[config.mk]
export PLATFORM = sky130hd
export DESIGN_NAME = alu_issue
export DESIGN_NICKNAME = d
export VERILOG_FILES = /design/src/rtl/alu_issue.sv
export SDC_FILE = /design/constraint.sdc
export NUM_CORES = 1
export LEC_CHECK = 0
export BUFFER_PORTS_ARGS = -buffer_cell sky130_fd_sc_hd__buf_4
export CAP_MARGIN = 5
export CORE_UTILIZATION = 54
export CTS_BUF_LIST = sky130_fd_sc_hd__clkbuf_8 sky130_fd_sc_hd__clkbuf_16
export CTS_CLUSTER_DIAMETER = 150
export DETAILED_ROUTE_END_ITERATION = 12
export PLACE_DENSITY = 0.81
export SYNTH_ARGS = -nofsm -noshare
export SYNTH_HDL_FRONTEND = slang
export SYNTH_SLANG_ARGS = --single-unit
export TNS_END_PERCENT = 50
[constraint.sdc]
create_clock -name i_clk -period 5.3 [get_ports i_clk]
set_clock_uncertainty 0.05 [all_clocks]
set_input_delay 0.53 -clock i_clk [delete_from_list [all_inputs] [get_ports i_clk]]
set_output_delay 0.53 -clock i_clk [all_outputs]
set_load 0.01 [all_outputs]
[src/rtl/alu_issue.sv]
// Two-entry elastic issue stage between decode and the ALU. Operands are resolved at capture
// and kept coherent with the writeback bypass while entries wait in either slot.
`ifndef ALUOP_WIDTH
`define ALUOP_WIDTH 4
`endif
`ifndef ALUOP_ADD
`define ALUOP_ADD 4'd0
`endif

module alu_issue (
  input  logic                    i_clk,
  input  logic                    i_rst,
  input  logic                    i_valid,
  output logic                    o_ready,
  input  logic [`ALUOP_WIDTH-1:0] i_op,
  input  logic [4:0]              i_rd,
  input  logic [4:0]              i_rs1,
  input  logic [4:0]              i_rs2,
  input  logic [31:0]             i_rs1_val,
  input  logic [31:0]             i_rs2_val,
  input  logic [31:0]             i_imm,
  input  logic [31:0]             i_pc,
  input  logic [1:0]              i_a_sel,
  input  logic [1:0]              i_b_sel,
  input  logic                    i_wb_valid,
  input  logic [4:0]              i_wb_rd,
  input  logic [31:0]             i_wb_data,
  input  logic                    i_flush,
  output logic                    o_valid,
  input  logic                    i_ready,
  output logic [`ALUOP_WIDTH-1:0] o_op,
  output logic [31:0]             o_a,
  output logic [31:0]             o_b,
  output logic [4:0]              o_rd
);

  typedef struct packed {
    logic [`ALUOP_WIDTH-1:0] op;
    logic [31:0]             a;
    logic [31:0]             b;
    logic [4:0]              rd;
    logic [4:0]              rs1;
    logic [4:0]              rs2;
    logic                    a_rs1;
    logic                    b_rs2;
  } ent_t;

  localparam ent_t RST_ENT = ent_t'{`ALUOP_ADD, 32'd0, 32'd0, 5'd0, 5'd0, 5'd0, 1'b0, 1'b0};

  // _p0 is the skid slot, _p1 the output slot
  ent_t ent_p0, ent_p1;
  logic vld_p0, vld_p1, rdy;
  ent_t ent_in, skid_byp, out_byp;
  logic pop, push;

  function automatic logic wb_hit(input logic wbv, input logic [4:0] wbrd, input logic [4:0] rs);
    return wbv && (wbrd != 5'd0) && (wbrd == rs);
  endfunction

  function automatic ent_t held_byp(input ent_t e, input logic wbv, input logic [4:0] wbrd,
                                    input logic [31:0] wbd);
    ent_t r;
    r = e;
    if (e.a_rs1 && wb_hit(wbv, wbrd, e.rs1)) r.a = wbd;
    if (e.b_rs2 && wb_hit(wbv, wbrd, e.rs2)) r.b = wbd;
    return r;
  endfunction

  always_comb begin
    ent_in       = RST_ENT;
    ent_in.op    = i_op;
    ent_in.rd    = i_rd;
    ent_in.rs1   = i_rs1;
    ent_in.rs2   = i_rs2;
    ent_in.a_rs1 = (i_a_sel == 2'd0);
    ent_in.b_rs2 = (i_b_sel == 2'd0);
    case (i_a_sel)
      2'd0:    ent_in.a = wb_hit(i_wb_valid, i_wb_rd, i_rs1) ? i_wb_data : i_rs1_val;
      2'd1:    ent_in.a = i_pc;
      default: ent_in.a = 32'd0;
    endcase
    case (i_b_sel)
      2'd0:    ent_in.b = wb_hit(i_wb_valid, i_wb_rd, i_rs2) ? i_wb_data : i_rs2_val;
      2'd1:    ent_in.b = i_imm;
      2'd2:    ent_in.b = 32'd4;
      default: ent_in.b = 32'd0;
    endcase
  end

  assign skid_byp = held_byp(ent_p0, i_wb_valid, i_wb_rd, i_wb_data);
  assign out_byp  = held_byp(ent_p1, i_wb_valid, i_wb_rd, i_wb_data);
  assign pop      = vld_p1 && i_ready;
  assign push     = i_valid && rdy;

  always_ff @(posedge i_clk) begin
    if (i_rst) begin
      vld_p0 <= 1'b0;
      vld_p1 <= 1'b0;
      rdy    <= 1'b1;
      ent_p0 <= RST_ENT;
      ent_p1 <= RST_ENT;
    end else if (i_flush) begin
      vld_p0 <= 1'b0;
      vld_p1 <= 1'b0;
      rdy    <= 1'b1;
      ent_p0 <= skid_byp;
      ent_p1 <= out_byp;
    end else if (!vld_p1 || pop) begin
      // A full skid slot implies rdy was low, so no push competes with the refill
      if (vld_p0) begin
        ent_p1 <= skid_byp;
        vld_p1 <= 1'b1;
        vld_p0 <= 1'b0;
        rdy    <= 1'b1;
      end else if (push) begin
        ent_p1 <= ent_in;
        vld_p1 <= 1'b1;
      end else begin
        ent_p1 <= out_byp;
        vld_p1 <= 1'b0;
      end
    end else begin
      ent_p1 <= out_byp;
      if (push) begin
        ent_p0 <= ent_in;
        vld_p0 <= 1'b1;
        rdy    <= 1'b0;
      end else begin
        ent_p0 <= skid_byp;
      end
    end
  end

  assign o_valid = vld_p1;
  assign o_ready = rdy;
  assign o_op    = ent_p1.op;
  assign o_a     = ent_p1.a;
  assign o_b     = ent_p1.b;
  assign o_rd    = ent_p1.rd;

endmodule

# Word-level counts from Yosys, hierarchy flattened

Cells that the tools add are included.

Bits in registers: 173
Output and inout port bits: 75
Bits of input ports: 194

Equal/unequal tests: 11
Bitwise logic cells: 2
Multiplexer cells: 20
Reductions and logical operators: 25

Operators by type and width:

| operator                                                         | count |
|---|---|
| 81-bit two-way mux                                               | 5 |
| 32-bit two-way mux                                               | 6 |
| 85-bit two-way mux                                               | 2 |
| 32-bit case mux with 3 select lines                              | 1 |
| 32-bit case mux with 2 select lines                              | 1 |
| 5-bit == test                                                    | 6 |
| 1-bit logical AND                                                | 13 |
| 3-bit AND reduction                                              | 2 |
| 1-bit two-way mux                                                | 5 |
| 5-bit nonzero test                                               | 1 |
| 2-bit by 1-bit == test with 1-bit output (second input constant) | 2 |
| 2-bit logical NOT                                                | 2 |
| 2-bit != test (second input constant)                            | 2 |
| 2-bit nonzero test                                               | 2 |
| 3-bit OR reduction                                               | 1 |
| 2-bit == test (second input constant)                            | 1 |
| 1-bit NOT                                                        | 2 |
| 2-bit AND reduction                                              | 1 |
| 2-bit OR reduction                                               | 1 |
| 1-bit logical NOT                                                | 1 |
| 1-bit logical OR                                                 | 1 |

# Longest topological paths before layout

Gate-level depths: netlist (run 1).

Word-level depth: 9
Mapped depth: 9
Gate-level depth less buffers: 6

# Worst setup path before layout (run 1)

No wires, ideal clock.

Path type: input-to-reg
Start: in i_wb_rd[3]
End: reg ent_p0[75] in the netlist's numbering
Data required time: 5.128 ns
Stages: 9
Slack: 2.716 ns
Data arrival time: 2.413 ns
Cell sequence: buf_2 -> or4_4 -> o21ai_4 -> nor3_1 -> buf_2 -> nor3b_1 -> clkbuf_1 -> and2_1 -> a221o_1

Cells in the longest elaborated chain, start to end: 8
Elaborated cells on any way between the ends: 13
Classes of those cells: 2 x eq/ne; 6 x mux; 5 x reduce/logical

RTL lines:

| element                                                                   | RTL line | RTL |
|---|---|---|
| start: declaration                                                        | 26       | `input logic [4:0] i_wb_rd,` |
| 5-bit nonzero test                                                        | 57       | `return wbv && (wbrd != 5'd0) && (wbrd == rs);` |
| 1-bit logical AND (2 in series)                                           | 57       |  |
| 32-bit two-way mux or 1-bit logical AND (tied branches)                   | 78, 64   |  |
| 32-bit case mux with 2 select lines or 32-bit two-way mux (tied branches) | 77, 64   |  |
| 81-bit two-way mux                                                        | 124      | `if (push) begin` |
| 81-bit two-way mux                                                        | 108      | `end else if (!vld_p1 \|\| pop) begin` |
| 81-bit two-way mux *                                                      | 102      | `end else if (i_flush) begin` |
| end signal: assignment                                                    | 106      | `ent_p0 <= skid_byp;` |
| end signal: assignment                                                    | 125      | `ent_p0 <= ent_in;` |
| end signal: assignment                                                    | 129      | `ent_p0 <= skid_byp;` |
| end: declaration                                                          | 51       | `ent_t ent_p0, ent_p1;` |

Mark *: on every way between the ends. The rest lies on a longest branch, timed or not. The select of a mux whose other input is x is not followed.
A chain may end at the register's enable or synchronous reset.

==> run_results.csv, run 1 <==
group,metric,value,unit
status,status,"completed",
synth,yosys_warnings,0,
clock_network,cts_sinks,173,
sta,relSlewSlack,12.6,%
power_and_ir_drop,irDropWorstVdd,0.244,mV
hold_path,hold_start,"i_op[1]",
placement,portBuffers,268,
worst_setup_path,worstPathCellList,"buf_4, nor2_1, nand2_1, nor2_2, buf_4, nand2_1, o221ai_1",
worst_setup_path,crit_slowest_cell,"nor2_2",
power_and_ir_drop,power_frac_clock,39.6,%
worst_setup_path,worstSetupEndpointType,"register",
route,via_per_inst,6.30,
clock_network,worst_setup_hold_path_clk_slew,70,ps
route,ant_nets,0,
sta,finalSetupViolations,0,
clock_network,cts_post_setup_buffers_inserted,0,
placement,pre_cts_ws,1810,ps
global_routing,grt_pass1_wl,51.5,mm
power_and_ir_drop,pwr-share-comb,15.8,%
cells_and_area,n_antenna_cell,0,
worst_setup_path,path_buf_inv,2,
power_and_ir_drop,power,3.02,mW
cells_and_area,drive_above_1_share,29.1,%
sta,min_period,3170,ps
synth,syn_nets,1426,
synth,synth_seq_cells,173,
global_routing,grt_max_degree,88,
clock_network,cts_buffers,17,
synth,synth_cell_types,51,
clock_network,ctsResizeCount,0,
cells_and_area,post-route-util,66.1,%
clock_network,holdBufCountCts,0,
route,dr.pass1.iters,5,
global_routing,grt_overflow,0,
sta,finalCritPeriodShare,59.9,%
power_and_ir_drop,p_sw_share,26.9,%
clock_network,htree_levels,4,
worst_setup_path,cpLargestDelayFamily,"simple AND/OR/NAND/NOR gates",
route,drc,0,
worst_setup_path,max_stage_delay,1180,ps
worst_setup_path,r2r_start,"o_ready",
synth,synth_ff_type,"dfxtp_1",
clock_network,cts_buffer_depth,2,
synth,syn_area_per_cell,8.77,um^2
worst_setup_path,rr_worst_depth,6,
clock_network,tritoncts,"yes",
power_and_ir_drop,p_per_area,235,nW/um^2
sta,tns,0,ps
floorplan,rows,51,
global_routing,grt_pass1_vias,9664,
sta,drv_slew,0,
worst_setup_path,critPathKind,"in -> reg",
floorplan,die_w,143,um
route,drt_iter0_markers,908,
sta,worst_slack,2130,ps
placement,hpwlAfterDp,22.9,mm
synth,syn_area,10800,um^2
global_routing,track_usage,32.3,%
hold_path,hp-class,"in -> reg",
power_and_ir_drop,internal_power,2.21,mW
cells_and_area,area_growth,19.4,%
route,via_count,10300,
power_and_ir_drop,power_leakage,5.44,nW
clock_network,clk-insertion-delay-late,430,ps
floorplan,core_region_area,19500,um^2
synth,synth.most_common_cell,"dfxtp_1",
floorplan,start_util,55.3,%
job,max_cap_violations,0,
sta,rsz0062_at_grt,"no",
synth,synthCells,1232,
power_and_ir_drop,p_sw,0.813,mW
hold_path,hold_end,"ent_p0[82]",
sta,tightestPinTransition,1300,ps
floorplan,die_area,20600,um^2
sta,fmax,0.315,GHz
global_routing,antenna_found_initial,0,
synth,synth_common_cells,"173 x dfxtp_1, 162 x mux2i_1, 146 x nand2_1",
floorplan,pin_count,269,
sta,hold_ws,303,ps
worst_setup_path,worst_ep_arrival_time,3460,ps
route,routedWlPerCell,20.7,um
synth,yosys.area.top_type,"dfxtp_1",
worst_setup_path,path_max_fanout,87,
worst_setup_path,timing.rr.end,"o_a[15]",
floorplan,die_h,143,um
worst_setup_path,cp_data_required_time,5590,ps
sta,hold_viol,0,
synth,synth_top_area_share,32.0,%
synth,synthTopCellsByArea,"dfxtp_1 32%, mux2i_1 15%, mux2_2 6.4%",
hold_path,whs_path_depth,3,
cells_and_area,fin_nets,1551,
worst_setup_path,r2r_slack,2140,ps
synth,synth_edf_count,0,
placement,gp_congestion,0.882,
route,drt_wl_total,33.8,mm
synth,yosysSeqAreaShare,32.0,%
clock_network,root_buffer,"clkbuf_16",
worst_setup_path,critical_path.startpoint_type,"primary input",
synth,async_reset_ff_share,0,%
power_and_ir_drop,pwr-share-seq,44.7,%
==> power by group through the flow <==
stage | sequential, mW | clock [mW] | combinational [mW]
final | 1.35 | 1.20 | 0.477
after global routing | 1.35 | 1.25 | 0.509
after CTS | 1.35 | 1.20 | 0.471
after detailed placement | 1.38 | 0 | 0.468
after global placement | 1.38 | 0 | 0.460
after floorplan | 1.37 | 0 | 0.256
==> final cells by class <==
cell class	instances	area (um^2)
flip-flops and latches	173	3460
well taps	265	332
clock buffers	19	453
multi-input cells	876	6400
clock inverters	11	97.6
repair buffers	285	2140
inverters	4	15.0
fillers	1647	6630
==> worst register-to-register path, stage by stage (launching register included) <==
cell	delay, ps
dfxtp_1	390
and2_1	580
nor2_1	170
nor2_1	400
or2_2	780
buf_4	460
o221ai_1	190
==> flip-flops by register name, indices dropped and copies added (netlist names) <==
signal   cells
ent_p1      12
o_b         32
o_ready      1
o_rd         5
o_valid      1
vld_p0       1
ent_p0      85
o_op         4
o_a         32
==> cells by family (layout without fill, tap and decap cells) <==
group	count (synthesis)	count (layout)	share of synthesized area [%]
AOI/OAI and AO/OA	321	321	22.2
xor gates and xnor gates	30	30	2.43
buffers and inverters	183	319	9.38
DFF	173	173	32.0
muxes	224	224	21.5
and+or+nand+nor	301	301	12.5
==> metal layers <==
layer	vias to the layer above	global-route usage (%)	routed length, um
met1	4959	41.4	13800
met3	83	4.07	2450
met4	0	16.5	1390
met2	494	53.3	16200
met5	-	0	0
li1	4757	-	-
==> cell usage in the layout, fill, tap and decap left out, types with 17 or more instances in the layout <==
cell type  count
a22oi_1       32
mux2_2        61
a221o_1       30
o221ai_1      62
dfxtp_1      172
nand2_1      146
xnor2_1       20
buf_4        285
and2_0        18
o21ai_0       44
a2111oi_0     18
a21oi_1       43
clkbuf_16     17
nor2_1        68
a21o_1        17
mux2i_1      162
==> stage by stage <==
stage / instances / instance area (um^2)
floorplan: 1232 / 10800
global placement: 1603 / 12300
detailed placement: 1603 / 12300
CTS: 1633 / 12900
global route: 1633 / 12900
finish: 1633 / 12900
==> worst max path at each step <==
stage	from	end	slack [ps]	depth (start not counted)
6_report	i_rst	o_a[25]	2130	7
5_1_grt	o_ready	o_a[23]	1910	6
4_1_cts	ent_p0[8]	ent_p0[57]	2180	7
3_5_place_dp	i_rst	o_a[25]	1810	7
3_3_place_gp	i_wb_rd[4]	ent_p0[35]	1880	8
2_1_floorplan	i_wb_rd[3]	ent_p0[75]	2720	9
No activity file was read; power rests on OpenSTA's default activity.
==> run 2: changes to the inputs <==
==> constraint.sdc (replaced) <==
create_clock -name i_clk -period 3.1 [get_ports i_clk]
set_clock_uncertainty 0.05 [all_clocks]
set_input_delay 0.31 -clock i_clk [delete_from_list [all_inputs] [get_ports i_clk]]
set_output_delay 0.31 -clock i_clk [all_outputs]
set_load 0.01 [all_outputs]
==> run 2 against run 1 <==
  * Sequential share of layout area fell by 0.46 points
  * Highest routed layer unchanged
  * Hold slack got worse by 220 ps
  * Wire length is 0.49% higher
  * Clock power is 84% higher
  * Total power increased by 76%
  * Die area did not move
  * Global-route usage grew 0.15 points
  * Utilization up 1.2 points
  * Critical path depth decreased by 1
  * Non-clock buffer count is 17 higher
  * Setup slack got worse by 1700 ps
==> run_results.csv, run 2 (synthesis results as in run 1) <==
group,metric,value,unit
sta,hold_viol,0,
route,via_per_inst,6.31,
route,drc,0,
worst_setup_path,worstSetupEndpointType,"register",
global_routing,grt_max_degree,54,
sta,min_period,2720,ps
worst_setup_path,cp_data_required_time,3420,ps
clock_network,worst_setup_hold_path_clk_slew,70,ps
sta,drv_slew,0,
global_routing,antenna_found_initial,1,
route,ant_nets,0,
route,dr.pass1.iters,5,
sta,tns,0,ps
job,max_cap_violations,0,
sta,relSlewSlack,33.6,%
route,drt_iter0_markers,777,
route,routedWlPerCell,20.6,um
power_and_ir_drop,power_leakage,5.56,nW
worst_setup_path,critPathKind,"reg -> reg",
clock_network,htree_levels,4,
sta,fmax,0.367,GHz
sta,rsz0062_at_grt,"no",
status,status,"completed",
clock_network,root_buffer,"clkbuf_16",
cells_and_area,layout_common_cells,"298 x buf_4, 172 x dfxtp_1, 162 x mux2i_1",
cells_and_area,nFillCells,1587,
worst_setup_path,worst_ep_arrival_time,3040,ps
floorplan,die_h,143,um
clock_network,tritoncts,"yes",
placement,hpwlAfterDp,23.4,mm
route,via_count,10400,
floorplan,start_util,55.3,%
global_routing,grt_overflow,0,
sta,finalSetupViolations,0,
cells_and_area,regMostFlops,"ent_p0",
power_and_ir_drop,p_per_area,407,nW/um^2
worst_setup_path,critical_path.startpoint_type,"register",
cells_and_area,area_growth,21.4,%
clock_network,ctsResizeCount,0,
cells_and_area,drive_above_1_share,30.1,%
global_routing,grt_pass1_wl,52.1,mm
clock_network,clk-insertion-delay-late,430,ps
power_and_ir_drop,power,5.34,mW
floorplan,core_region_area,19500,um^2
cells_and_area,fin_nets,1568,
power_and_ir_drop,irDropWorstVdd,0.422,mV
cells_and_area,final_common_cell,"buf_4",
clock_network,cts_post_setup_buffers_inserted,0,
sta,tightestPinTransition,996,ps
clock_network,cts_buffer_depth,2,
floorplan,die_area,20600,um^2
global_routing,track_usage,32.5,%
clock_network,cts_sinks,173,
floorplan,pin_count,269,
global_routing,grt_pass1_vias,9842,
route,drt_wl_total,34.0,mm
cells_and_area,largest_register_ffs,85,
floorplan,die_w,143,um
clock_network,cts_buffers,17,
clock_network,holdBufCountCts,0,
placement,portBuffers,268,
sta,finalCritPeriodShare,87.8,%
hold_path,hp-class,"in -> reg",
placement,gp_congestion,0.971,
worst_setup_path,path_max_fanout,14,
floorplan,rows,51,
[run 2: final cells by class]
type	instances	area (um^2)	share of cell area (%)
Antenna cell	1	2.50	0.0191
Clock buffer	17	425	3.24
Clock inverter	15	173	1.32
Inverter	4	15.0	0.114
Multi-Input combinational cell	876	6390	48.7
Sequential cell	173	3460	26.4
Tap cell	265	332	2.53
Timing Repair Buffer	302	2320	17.7
[run 2: final timing paths]
check	start	depth (start not counted)	slack (ps)	end
min reg2reg	ent_p0[82]	2	410	ent_p0[82]
max reg2reg	ent_p0[9]	6	380	ent_p0[71]
max	ent_p0[9]	6	380	ent_p0[71]
min	i_rd[0]	3	80	ent_p0[12]
[run 2: layer usage]
layer,wire (um),part of all wire [%],vias up,GRT usage [%]
met5,0,0,-,0
met4,1230,3.6,0,15.1
met3,2640,7.8,84,4.47
met2,16000,47,533,53.3
met1,14100,41,5019,42.1
li1,-,-,4795,-
[run 2: power breakdown]
part	internal (mW)	leakage, nW	total [mW]	switching [mW]
Clock	1.22	0.289	2.21	0.992
Combinational	0.383	3.87	0.820	0.438
Sequential	2.27	1.40	2.31	0.0369
Total	3.87	5.56	5.34	1.47
[run 2: worst max-delay path, stage by stage (launching register included)]
cell	delay, ps
dfxtp_1	380
xnor2_1	140
nand4_1	190
nor3_2	780
nor3b_2	780
and2_0	230
a221o_1	120
[run 2: metrics by stage]
| step | hold slack, ps | area, um^2 | cells | setup slack (ps) | utilization (%) |
|---|---|---|---|---|---|
| finish | 78.9 | 13100 | 1653 | 378 | 67.2 |
| global route | 80.3 | 13100 | 1653 | 250 | 67.2 |
| CTS | 70.3 | 13100 | 1652 | 396 | 67.2 |
| detailed placement | 399 | 12500 | 1620 | 264 | 64.1 |
| global placement | 393 | 12500 | 1620 | 364 | 64.1 |
| floorplan | 387 | 10800 | 1232 | 736 | - |
==> run 3: changes to the inputs <==
--- a/config.mk
+++ b/config.mk
@@ -7,11 +7,12 @@
 export LEC_CHECK = 0
 export BUFFER_PORTS_ARGS = -buffer_cell sky130_fd_sc_hd__buf_4
 export CAP_MARGIN = 5
-export CORE_UTILIZATION = 54
+export CORE_ASPECT_RATIO = 1.2
+export CORE_UTILIZATION = 55
 export CTS_BUF_LIST = sky130_fd_sc_hd__clkbuf_8 sky130_fd_sc_hd__clkbuf_16
 export CTS_CLUSTER_DIAMETER = 150
 export DETAILED_ROUTE_END_ITERATION = 12
-export PLACE_DENSITY = 0.81
+export PLACE_DENSITY = 0.82
 export SYNTH_ARGS = -nofsm -noshare
 export SYNTH_HDL_FRONTEND = slang
 export SYNTH_SLANG_ARGS = --single-unit
==> run 3 against run 2 <==
  * Critical path depth grew 1
  * Clock power hardly changed
  * Register-to-register slack better by 120 ps
  * Sequential power is essentially flat
  * Setup slack improved by 120 ps
  * Global-route usage rose by 0.83 points
  * Critical path type unchanged
  * Sequential cell count stayed put
  * First-iteration DRC count rose by 6.9%
==> run_results.csv, run 3 (synthesis results as in run 1) <==
group,metric,value,unit
sta,hold_ws,80.7,ps
clock_network,ctsResizeCount,0,
worst_setup_path,r2r_start,"o_ready",
sta,tightestPinTransition,1160,ps
sta,finalSetupViolations,0,
route,ant_nets,0,
floorplan,start_util,56.7,%
power_and_ir_drop,power_leakage,5.58,nW
worst_setup_path,timing.rr.end,"o_b[9]",
worst_setup_path,r2r_slack,500,ps
sta,min_period,2600,ps
clock_network,root_buffer,"clkbuf_16",
worst_setup_path,critPathCapture,"o_b[9]",
cells_and_area,n_antenna_cell,0,
cells_and_area,post-route-util,68.8,%
cells_and_area,layout_common_cells,"300 x buf_4, 172 x dfxtp_1, 162 x mux2i_1",
global_routing,grt_pass1_vias,9789,
power_and_ir_drop,p_per_area,407,nW/um^2
floorplan,rows,55,
route,drt_wl_total,34.4,mm
route,routedWlPerCell,21.0,um
placement,portBuffers,268,
worst_setup_path,critPathKind,"reg -> reg",
sta,worst_slack,502,ps
clock_network,cts_post_setup_buffers_inserted,0,
clock_network,cts_buffer_depth,2,
worst_setup_path,critical_path.startpoint,"o_ready",
worst_setup_path,rr_worst_depth,7,
clock_network,holdBufCountCts,0,
global_routing,grt_max_degree,56,
route,drt_iter0_markers,831,
route,via_per_inst,6.29,
cells_and_area,regMostFlops,"ent_p0",
clock_network,worst_setup_hold_path_clk_slew,60,ps
floorplan,die_h,156,um
hold_path,hp-class,"in -> reg",
floorplan,core_region_area,19100,um^2
floorplan,die_w,130,um
sta,drv_slew,0,
power_and_ir_drop,irDropWorstVdd,0.384,mV
worst_setup_path,worstSetupEndpointType,"register",
sta,hold_viol,0,
sta,finalCritPeriodShare,83.8,%
clock_network,htree_levels,4,
job,max_cap_violations,0,
global_routing,track_usage,33.3,%
status,status,"completed",
global_routing,antenna_found_initial,0,
placement,pre_cts_ws,325,ps
placement,hpwlAfterDp,23.2,mm
sta,tns,0,ps
placement,gp_congestion,0.933,
clock_network,tritoncts,"yes",
global_routing,grt_pass1_wl,51.8,mm
route,dr.pass1.iters,5,
worst_setup_path,path_max_fanout,20,
route,drc,0,
cells_and_area,area_growth,21.3,%
sta,rsz0062_at_grt,"no",
worst_setup_path,cp_data_required_time,3340,ps
sta,relSlewSlack,22.4,%
route,via_count,10300,
cells_and_area,final_common_cell,"buf_4",
clock_network,clk-insertion-delay-late,430,ps
cells_and_area,drive_above_1_share,29.7,%
worst_setup_path,critical_path.startpoint_type,"register",
worst_setup_path,worst_ep_arrival_time,2840,ps
cells_and_area,fin_nets,1570,
floorplan,pin_count,269,
sta,fmax,0.385,GHz
global_routing,grt_overflow,0,
floorplan,die_area,20200,um^2
clock_network,cts_sinks,173,
cells_and_area,largest_register_ffs,85,
clock_network,cts_buffers,17,
## run 3: worst min-delay path by stage
stage	slack [ps]	to	cells past startpoint	start
2_1_floorplan	390	ent_p0[12]	2	ent_p0[12]
3_3_place_gp	390	ent_p0[12]	2	ent_p0[12]
3_5_place_dp	400	ent_p0[84]	2	ent_p0[84]
4_1_cts	70	ent_p0[15]	3	i_rd[3]
5_1_grt	80	ent_p0[82]	3	i_op[1]
6_report	80	ent_p0[15]	3	i_rd[3]
## run 3: cell type report
class / instances / area, um^2
Timing Repair Buffer: 304 / 2330
Clock inverter: 11 / 156
Sequential cell: 173 / 3460
Tap cell: 256 / 320
Inverter: 4 / 15.0
Clock buffer: 17 / 425
Multi-Input combinational cell: 876 / 6390
Fill cell: 1569 / 5950
## run 3: routing by layer
metal	track usage [%]	vias to the layer above	wire length [um]
li1	-	4787	-
met1	40.6	4954	13500
met2	55.6	495	16900
met3	5.90	87	2520
met4	17.5	0	1500
met5	0	-	0
## run 3: report_power, final
| group | internal (mW) | switching [mW] |
|---|---|---|
| Sequential | 2.27 | 0.0354 |
| Clock | 1.32 | 0.878 |
| Combinational | 0.385 | 0.441 |
## run 3: per-stage QoR
step	area (um^2)	std cells	power, mW
finish	13100	1641	5.33
floorplan	10800	1232	2.79
CTS	13100	1641	5.33
detailed placement	12500	1613	3.17
global placement	12500	1613	3.15
global route	13100	1641	5.50
## run 3: worst max-delay path: stages, from the launching register on
cell	delay [ps]
dfxtp_1	390
and2_1	580
nor2_1	190
nor2_1	200
or2_2	510
buf_4	310
o22a_1	140
o21ai_0	70
